**src/rtl/arbiter_rr_weighted.sv**
```systemverilog
// arbiter_rr_weighted
//
// Weighted round-robin arbiter with packet locking and a registered output
// stage. Several valid/ready input streams are merged into one output
// stream. A multi-beat packet (ended by in_last) is never interleaved with
// another port's beats. Port i may send up to max(weight[i],1) consecutive
// packets before the turn passes to the next port.
//
// Ports:
//   clk, rst    : clock, asynchronous active-high reset
//   in_valid    : per-port beat valid
//   in_data     : per-port beat data
//   in_last     : per-port last-beat-of-packet flag
//   in_ready    : per-port beat accepted (combinational)
//   weight      : per-port packets per turn (0 behaves as 1)
//   out_valid   : registered output valid
//   out_data    : registered output data
//   out_last    : registered output last flag
//   out_id      : source port of the current output beat
//   out_ready   : downstream accepts the output beat
`timescale 1ns/1ps

module arbiter_rr_weighted #(
    parameter int Port    = 4,
    parameter int Width   = 32,
    parameter int WeightW = 4,
    parameter int IdW     = (Port > 1) ? $clog2(Port) : 1
) (
    input  logic                            clk,
    input  logic                            rst,
    input  logic [Port-1:0]                 in_valid,
    input  logic [Port-1:0][Width-1:0]      in_data,
    input  logic [Port-1:0]                 in_last,
    output logic [Port-1:0]                 in_ready,
    input  logic [Port-1:0][WeightW-1:0]    weight,
    output logic                            out_valid,
    output logic [Width-1:0]                out_data,
    output logic                            out_last,
    output logic [IdW-1:0]                  out_id,
    input  logic                            out_ready
);

    logic [IdW-1:0]     ptr;
    logic [WeightW-1:0] cnt;
    logic               locked;
    logic [IdW-1:0]     lock_id;

    logic               load_en;
    logic               sel_found;
    logic               xfer;
    logic [IdW-1:0]     sel;
    logic [IdW-1:0]     idx;
    logic [WeightW:0]   w_eff;
    logic [WeightW:0]   cnt_inc;
    logic               cnt_keep;
    logic [IdW-1:0]     ptr_next_turn;

    // Grant selection: locked port, or first valid port circularly from ptr
    always_comb begin
        load_en   = !out_valid || out_ready;
        sel       = lock_id;
        sel_found = 1'b0;
        idx       = '0;
        if (locked) begin
            sel_found = in_valid[lock_id];
        end else begin
            for (int k = 0; k < Port; k++) begin
                idx = IdW'((int'(ptr) + k) % Port);
                if (!sel_found && in_valid[idx]) begin
                    sel       = idx;
                    sel_found = 1'b1;
                end
            end
        end

        // A locked port is offered ready even while it is idle, so it can
        // resume its packet the moment it raises valid again.
        in_ready = '0;
        if (!rst && load_en && (locked || sel_found)) begin
            in_ready[sel] = 1'b1;
        end
        xfer = !rst && load_en && sel_found;
    end

    // Turn bookkeeping, only consulted when a packet completes
    always_comb begin
        w_eff    = (weight[sel] == '0) ? (WeightW+1)'(1) : {1'b0, weight[sel]};
        cnt_inc  = {1'b0, cnt} + (WeightW+1)'(1);
        cnt_keep = (sel == ptr) && (cnt_inc < w_eff);
        if (int'(sel) == Port - 1) begin
            ptr_next_turn = '0;
        end else begin
            ptr_next_turn = sel + IdW'(1);
        end
    end

    // Output register and arbitration state
    always_ff @(posedge clk or posedge rst) begin
        if (rst) begin
            out_valid <= 1'b0;
            out_data  <= '0;
            out_last  <= 1'b0;
            out_id    <= '0;
            ptr       <= '0;
            cnt       <= '0;
            locked    <= 1'b0;
            lock_id   <= '0;
        end else begin
            if (xfer) begin
                out_valid <= 1'b1;
                out_data  <= in_data[sel];
                out_last  <= in_last[sel];
                out_id    <= sel;
                if (!in_last[sel]) begin
                    locked  <= 1'b1;
                    lock_id <= sel;
                end else begin
                    locked <= 1'b0;
                    if (cnt_keep) begin
                        cnt <= cnt_inc[WeightW-1:0];
                    end else begin
                        ptr <= ptr_next_turn;
                        cnt <= '0;
                    end
                end
            end else if (out_ready) begin
                out_valid <= 1'b0;
            end
        end
    end

endmodule

```
**config.mk**
```make
export PLATFORM = sky130hd
export DESIGN_NAME = arbiter_rr_weighted
export DESIGN_NICKNAME = d
export VERILOG_FILES = /design/src/rtl/arbiter_rr_weighted.sv
export SDC_FILE = /design/constraint.sdc
export NUM_CORES = 1
export LEC_CHECK = 0
export BUFFER_PORTS_ARGS = -buffer_cell sky130_fd_sc_hd__buf_4
export CAP_MARGIN = 10
export CORE_MARGIN = 10
export CORE_UTILIZATION = 47
export DETAILED_ROUTE_END_ITERATION = 12
export PLACE_DENSITY = 0.82
export SLEW_MARGIN = 10
export SYNTH_ARGS = -nofsm -noshare
export SYNTH_HDL_FRONTEND = slang
export SYNTH_SLANG_ARGS = --single-unit
```
**constraint.sdc**
```tcl
create_clock -name clk -period 4.4 [get_ports clk]
set_input_delay 0.44 -clock clk [delete_from_list [all_inputs] [get_ports clk]]
set_output_delay 0.44 -clock clk [all_outputs]
set_load 0.01 [all_outputs]
```
### Word level (Yosys, flattened, before mapping)

Cells that the tools add are included.

* register bits after elaboration: 45
* output and inout bits: 40
* logic and storage cells: 83

* add/sub/neg operators: 5
* order comparisons: 8
* eq/ne operators: 2
* muxes and demuxes: 38
* bitwise logic cells: 2
* reduce and logical (&&, ||, !) cells: 20

Operator list (count)
* $bmux W32 S2: 1
* $mux W32: 1
* $lt A2 B3 Y1 const B: 6
* $mux W1: 18
* $mux W4: 4
* $bmux W1 S2: 6
* $mux W2: 6
* $bmux W4 S2: 1
* $logic_and A1 B1 Y1: 8
* $add A4 B1 Y5 const B: 1
* $logic_not A1 Y1: 5
* $lt A5 B4 Y1: 1
* $add A2 B1 Y2 const B: 2
* $add A2 B2 Y2 const B: 2
* $logic_not A4 Y1: 1
* $reduce_and A2 Y1: 2
* $reduce_and A3 Y1: 1
* $demux W1 S2: 1
* $eq A2 B1 Y1 const B: 1
* $eq A2 B2 Y1: 1
* $ge A2 B1 Y1 const B: 1
* $logic_or A1 B1 Y1: 2
* $not A1 Y1: 2
* $reduce_bool A2 Y1: 1

### Depth between registers and ports, before layout

* depth in word-level cells: 24
* gate-level depth with buffers: 16

### Worst setup path before layout

Ideal clock, no wire load.

* path kind: in2reg
* start point: input port in_valid[0]
* end point: register cnt[2]
* data arrival time: 3541 ps
* required time: 4296 ps
* path slack: 756 ps
* cell stages on the path: 16
* path buffers: 3
* cell sequence: buf_2 > buf_2 > and4bb_2 > o21ai_1 > buf_2 > o2111ai_1 > o311a_1 > o211ai_1 > mux2i_1 > ha_1 > a21o_1 > nand2_1 > nand4b_1 > or3_1 > or4_1 > o311ai_1

* longest elaborated chain between the ends: 23
* elaborated cells on any way between the ends: 41
* classes of those cells: order compare: 1; eq/ne: 1; mux: 29; reduce/logical: 10

Ends and longest elaborated chain
* start: declaration: line 31 `input logic [Port-1:0] in_valid,`
* $bmux W1 S2: line 69 `if (!sel_found && in_valid[idx]) begin`
* $mux W1 (implied by the code): line 69
* $mux W1: line 69
* $mux W1: line 64 `if (locked) begin`
* $logic_not A1 Y1: line 69
* $logic_and A1 B1 Y1: line 69
* $mux W1: line 69
* $mux W1: line 64
* (+7 left out)
* $mux W2: line 64
* $bmux W4 S2: line 87 `w_eff = (weight[sel] == '0) ? (WeightW+1)'(1) : {1'b0, weight[sel]};`
* $mux W4 (implied by the code): line 87
* $logic_not A4 Y1: line 87
* $mux W4: line 87
* $lt A5 B4 Y1: line 89 `cnt_keep = (sel == ptr) && (cnt_inc < w_eff);`
* $logic_and A1 B1 Y1: line 89
* $mux W4: line 119 `if (cnt_keep) begin`
* end signal: assignment: line 120 `cnt <= cnt_inc[WeightW-1:0];`
* end: declaration: line 44 `logic [WeightW-1:0] cnt;`

Parallel ways exist; a longest one is shown, timed or not. The select of a mux whose other input is x is not followed.
A chain may end at the register's enable or synchronous reset.

### Worst setup path after layout

* start point: register ptr[1]
* end point: register cnt[2]

* longest elaborated chain between the ends: 23
* elaborated cells on any way between the ends: 42
* classes of those cells: add/sub: 3; order compare: 1; eq/ne: 1; mux: 27; reduce/logical: 10

Ends and longest elaborated chain
* start: declaration: line 43 `logic [IdW-1:0] ptr;`
* start signal: assignment: line 122 `ptr <= ptr_next_turn;`
* $bmux W1 S2: line 69
* $mux W1 (implied by the code): line 69
* $mux W1: line 69
* $mux W1: line 64
* $logic_not A1 Y1: line 69
* $logic_and A1 B1 Y1: line 69
* $mux W1: line 69
* $mux W1: line 64
* (+7 left out)
* $mux W2: line 64
* $bmux W4 S2: line 87
* $mux W4 (implied by the code): line 87
* $logic_not A4 Y1: line 87
* $mux W4: line 87
* $lt A5 B4 Y1: line 89
* $logic_and A1 B1 Y1: line 89
* $mux W4: line 119

Parallel ways exist; a longest one is shown, timed or not. The select of a mux whose other input is x is not followed.

==> reports/qor.tcl <==
set qor(dp_hpwl_mm) 12.15
set qor(clkLatencyLatePin_ns) 0.31
set qor(path_max_fanout) 14
set qor(yosys.area.top_type) {sky130_fd_sc_hd__dfrtp_1}
set qor(grt_setup_unrepaired) {no}
set qor(worst_setup_hold_path_clk_slew_ns) 0.08
set qor(ys_warn_count) 0
set qor(synth-seq-area-share_pct) 28.41
set qor(max_freq_mhz) 248.1
set qor(syn-instance-count) 583
set qor(fp.dieW_um) 111.8
set qor(cts.sink_count) 45
set qor(core_region_area_um2) 8217
set qor(outcome) {complete, no violations}
set qor(number_of_global_route_vias_before_repair) 4667
set qor(post-route-min-period_ns) 4.031
set qor(postRouteAntennaNets) 0
set qor(critPathRequiredTime_ns) 4.60
set qor(number_of_violations_of_the_max_capacitance_limit) 0
set qor(avgViaCountPerCell) 5.635
set qor(critPathKind) {flop to flop}
set qor(cts_made_buffers) 5
set qor(floorplan.die_area_um2) 12510
set qor(grt_remaining_overflow) 0
set qor(cp_slowest_cell) {sky130_fd_sc_hd__or4b_1}
set qor(cts_tree) {yes}
set qor(power_density_nw_per_um2) 654.6
set qor(timing.critical_path.cells) {or4b_1 > o32ai_4 > nor2_4 > a31oi_4 > o221ai_1 > mux2i_1 > ha_1 > a21o_1 > nand2_1 > nand4b_1 > or3_1 > or4_1 > o311ai_1}
set qor(finish.instance_area_um2) 5613
set qor(num-fill-cells) 714
set qor(cts.hold.buffers_added) 0
set qor(drive_gt1_share_pct) 31.26
set qor(leakage_component_of_the_power_nw) 2.813
set qor(end_kind) {flop}
set qor(grt_start_max_net_pins) 73
set qor(initial_core_util_pct) 48.24
set qor(drt_pre_antenna_iters) 7
set qor(fin_setup_tns_ns) 0
set qor(synth.ff_latch_count) 45
set qor(gpl.final_weighted_congestion) 0.9562
set qor(clock_tree.root_cell) {sky130_fd_sc_hd__clkbuf_8}
set qor(cts.repair.resized) 0
set qor(place_worst_setup_slack_ns) 0.2746
set qor(critPathLaunchType) {flop}
set qor(final_hold_viol_count) 0
set qor(cts-htree-levels) 2
set qor(io_port_bufs) 194
set qor(multi_input_area_um2) 2639
set qor(finish.net_count) 917
set qor(grt_util_all_layers_pct) 22.49
set qor(synth.top_cells.by_area) {sky130_fd_sc_hd__dfrtp_1, sky130_fd_sc_hd__nand2_1, sky130_fd_sc_hd__o21ai_0}
set qor(report.final.slew_viol_count) 0
set qor(avgSynthCellArea_um2) 6.799
set qor(asyncSetResetFlopFracSynth_pct) 100.0
set qor(synthToLayoutAreaGrowth_pct) 41.60
set qor(synth_edf_count) 0
set qor(critical_path_arrival_ns) 4.24
set qor(maxSlewHeadroom_pct) 38.13
set qor(cell_row_count) 33
set qor(ioPinCount) 195
set qor(avgRoutedWirePerCell_um) 17.77
set qor(register_area_um2) 1127
set qor(cts_setup_buffers) 0
set qor(postSynthNetCount) 746
set qor(detailroute.via_count) 4846
set qor(remaining_drc_errors) 0
set qor(grt_first_pass_wirelength_mm) 23.60
set qor(worst_hold_path_type) {primary input to flop}
set qor(timing.critical_path.slowest_cell_delay_ns) 0.63
set qor(worst_hold_slack_ns) 0.3274
set qor(max-vdd-ir-drop_mv) 0.3507
set qor(floorplan.die.height_um) 111.8
set qor(antennaDiodeCount) 0
set qor(layout_worst_path_cycle_share_pct) 91.61
set qor(antenna_violations_before_repair) 0
set qor(flip_flop_cell_with_the_highest_count_after_synthesis) {sky130_fd_sc_hd__dfrtp_1}
set qor(syn_area_um2) 3964
set qor(route.final.wire_length_mm) 15.28
set qor(post_dp_cell_area_um2) 5495
set qor(synth.top_cell.area_share_pct) 28.41
set qor(max-clock-path-buffers) 2
set qor(setup-violations-final) 0
set qor(fin_ws_ns) 0.3691
set qor(skew_final_ns) 0.009895
set qor(drtIter0Drc) 357
set qor(yosysUniqueCellTypes) 69
set qor(worst_slew_pin_slew_ns) 0.9267
state kept, by name, summed over array words and instances (netlist names):
signal,cells
out_data,32
cnt,4
ptr,2
out_valid,1
out_last,1
lock_id,2
out_id,2
locked,1
worst paths after layout:
path                              start           end  slack, ns  cells after the start
min in group asynchronous           rst     out_valid       0.35                      2
hold reg to reg            out_data[23]  out_data[23]       0.49                      2
max in group asynchronous           rst        ptr[0]       3.42                      2
setup reg to reg                 ptr[1]        cnt[2]       0.37                     13
setup / recovery                 ptr[1]        cnt[2]       0.37                     13
hold / removal                out_ready     out_valid       0.33                      2
metal layers:
metal | up-vias | GRT usage [%] | wire [µm]
met1 | 2263 | 25.27 | 5858
met5 | - | 0 | 0
li1 | 2365 | - | -
met3 | 22 | 4.509 | 971
met4 | 0 | 6.341 | 320
met2 | 196 | 41.65 | 8131
synthesized netlist by cell type, drive strengths merged, types with 4 or more instances:
master / n
nand2: 223
o211ai: 9
o2111ai: 5
mux2i: 9
mux2: 6
dfrtp: 45
and2: 4
a21oi: 6
nor2: 15
clkbuf: 31
inv: 9
nand3: 43
nand2b: 4
nor4: 4
nor3: 7
buf: 13
ha: 8
o21ai: 73
power by group:
group | total, W | switching (W) | internal (W)
registers | 0.000760 | 0.000155 | 0.000605
clock network | 0.000332 | 0.000146 | 0.000185
logic | 0.00258 | 0.00156 | 0.00102
total | 0.00367 | 0.00186 | 0.00181
cells in the final DEF, fill, tap and decap left out, types with 3 or more instances in the layout:
cell type,Yosys,layout
sky130_fd_sc_hd__nand3_1,43,43
sky130_fd_sc_hd__buf_4,1,208
sky130_fd_sc_hd__o21ai_1,4,3
sky130_fd_sc_hd__nand2b_1,4,4
sky130_fd_sc_hd__mux2_2,6,6
sky130_fd_sc_hd__nor3_1,7,7
sky130_fd_sc_hd__o21a_1,3,3
sky130_fd_sc_hd__nand2_1,223,223
sky130_fd_sc_hd__dfrtp_1,45,44
sky130_fd_sc_hd__and3_1,3,3
sky130_fd_sc_hd__or4_1,3,3
sky130_fd_sc_hd__mux2i_1,9,9
sky130_fd_sc_hd__o311a_1,3,3
sky130_fd_sc_hd__o211ai_1,8,8
sky130_fd_sc_hd__and2_1,4,4
sky130_fd_sc_hd__nor3b_1,3,3
sky130_fd_sc_hd__a22o_1,3,3
sky130_fd_sc_hd__o21ai_0,68,68
sky130_fd_sc_hd__ha_1,8,8
sky130_fd_sc_hd__nor4_1,4,4
sky130_fd_sc_hd__clkbuf_8,0,6
sky130_fd_sc_hd__o2111ai_1,5,5
sky130_fd_sc_hd__o221ai_1,3,3
sky130_fd_sc_hd__a21oi_1,6,6
sky130_fd_sc_hd__inv_1,8,6
sky130_fd_sc_hd__nor2_1,14,14
metrics by stage:
stage | std cells | total power (W) | util [%]
2_1_floorplan | 583 | 0.002434 | -
3_3_place_gp | 852 | 0.003242 | 66.88
3_5_place_dp | 852 | 0.003335 | 66.88
4_1_cts | 860 | 0.003672 | 68.30
5_1_grt | 860 | 0.003995 | 68.31
6_report | 860 | 0.003674 | 68.31
kinds of logic (layout without fill, tap and decap cells):
logic type	after synthesis	count (layout)	synth area share (%)
adders and majority gates	8	8	2.525
and+or+nand+nor	324	324	35.83
AOI/OAI and AO/OA	132	132	22.32
xor gates and xnor gates	4	4	0.8840
buffers and inverters	54	226	5.492
DFF	45	45	28.41
muxes	16	16	4.545
worst max-delay path, delay by kind of cell (launching register included):
kind            cells  cell delay, ns
fa+ha+maj           1            0.30
simple gates        6            1.87
flops               1            0.53
mux                 1            0.25
compound gates      5            0.99
area by class of cell:
type | count | area share (%)
Clock buffer | 7 | 1.538
Clock inverter | 1 | 0.5350
Inverter | 10 | 0.6687
Multi-Input combinational cell | 484 | 47.01
Sequential cell | 45 | 20.08
Tap cell | 105 | 2.341
Timing Repair Buffer | 208 | 27.82
Power figures use the tool's default switching activity.
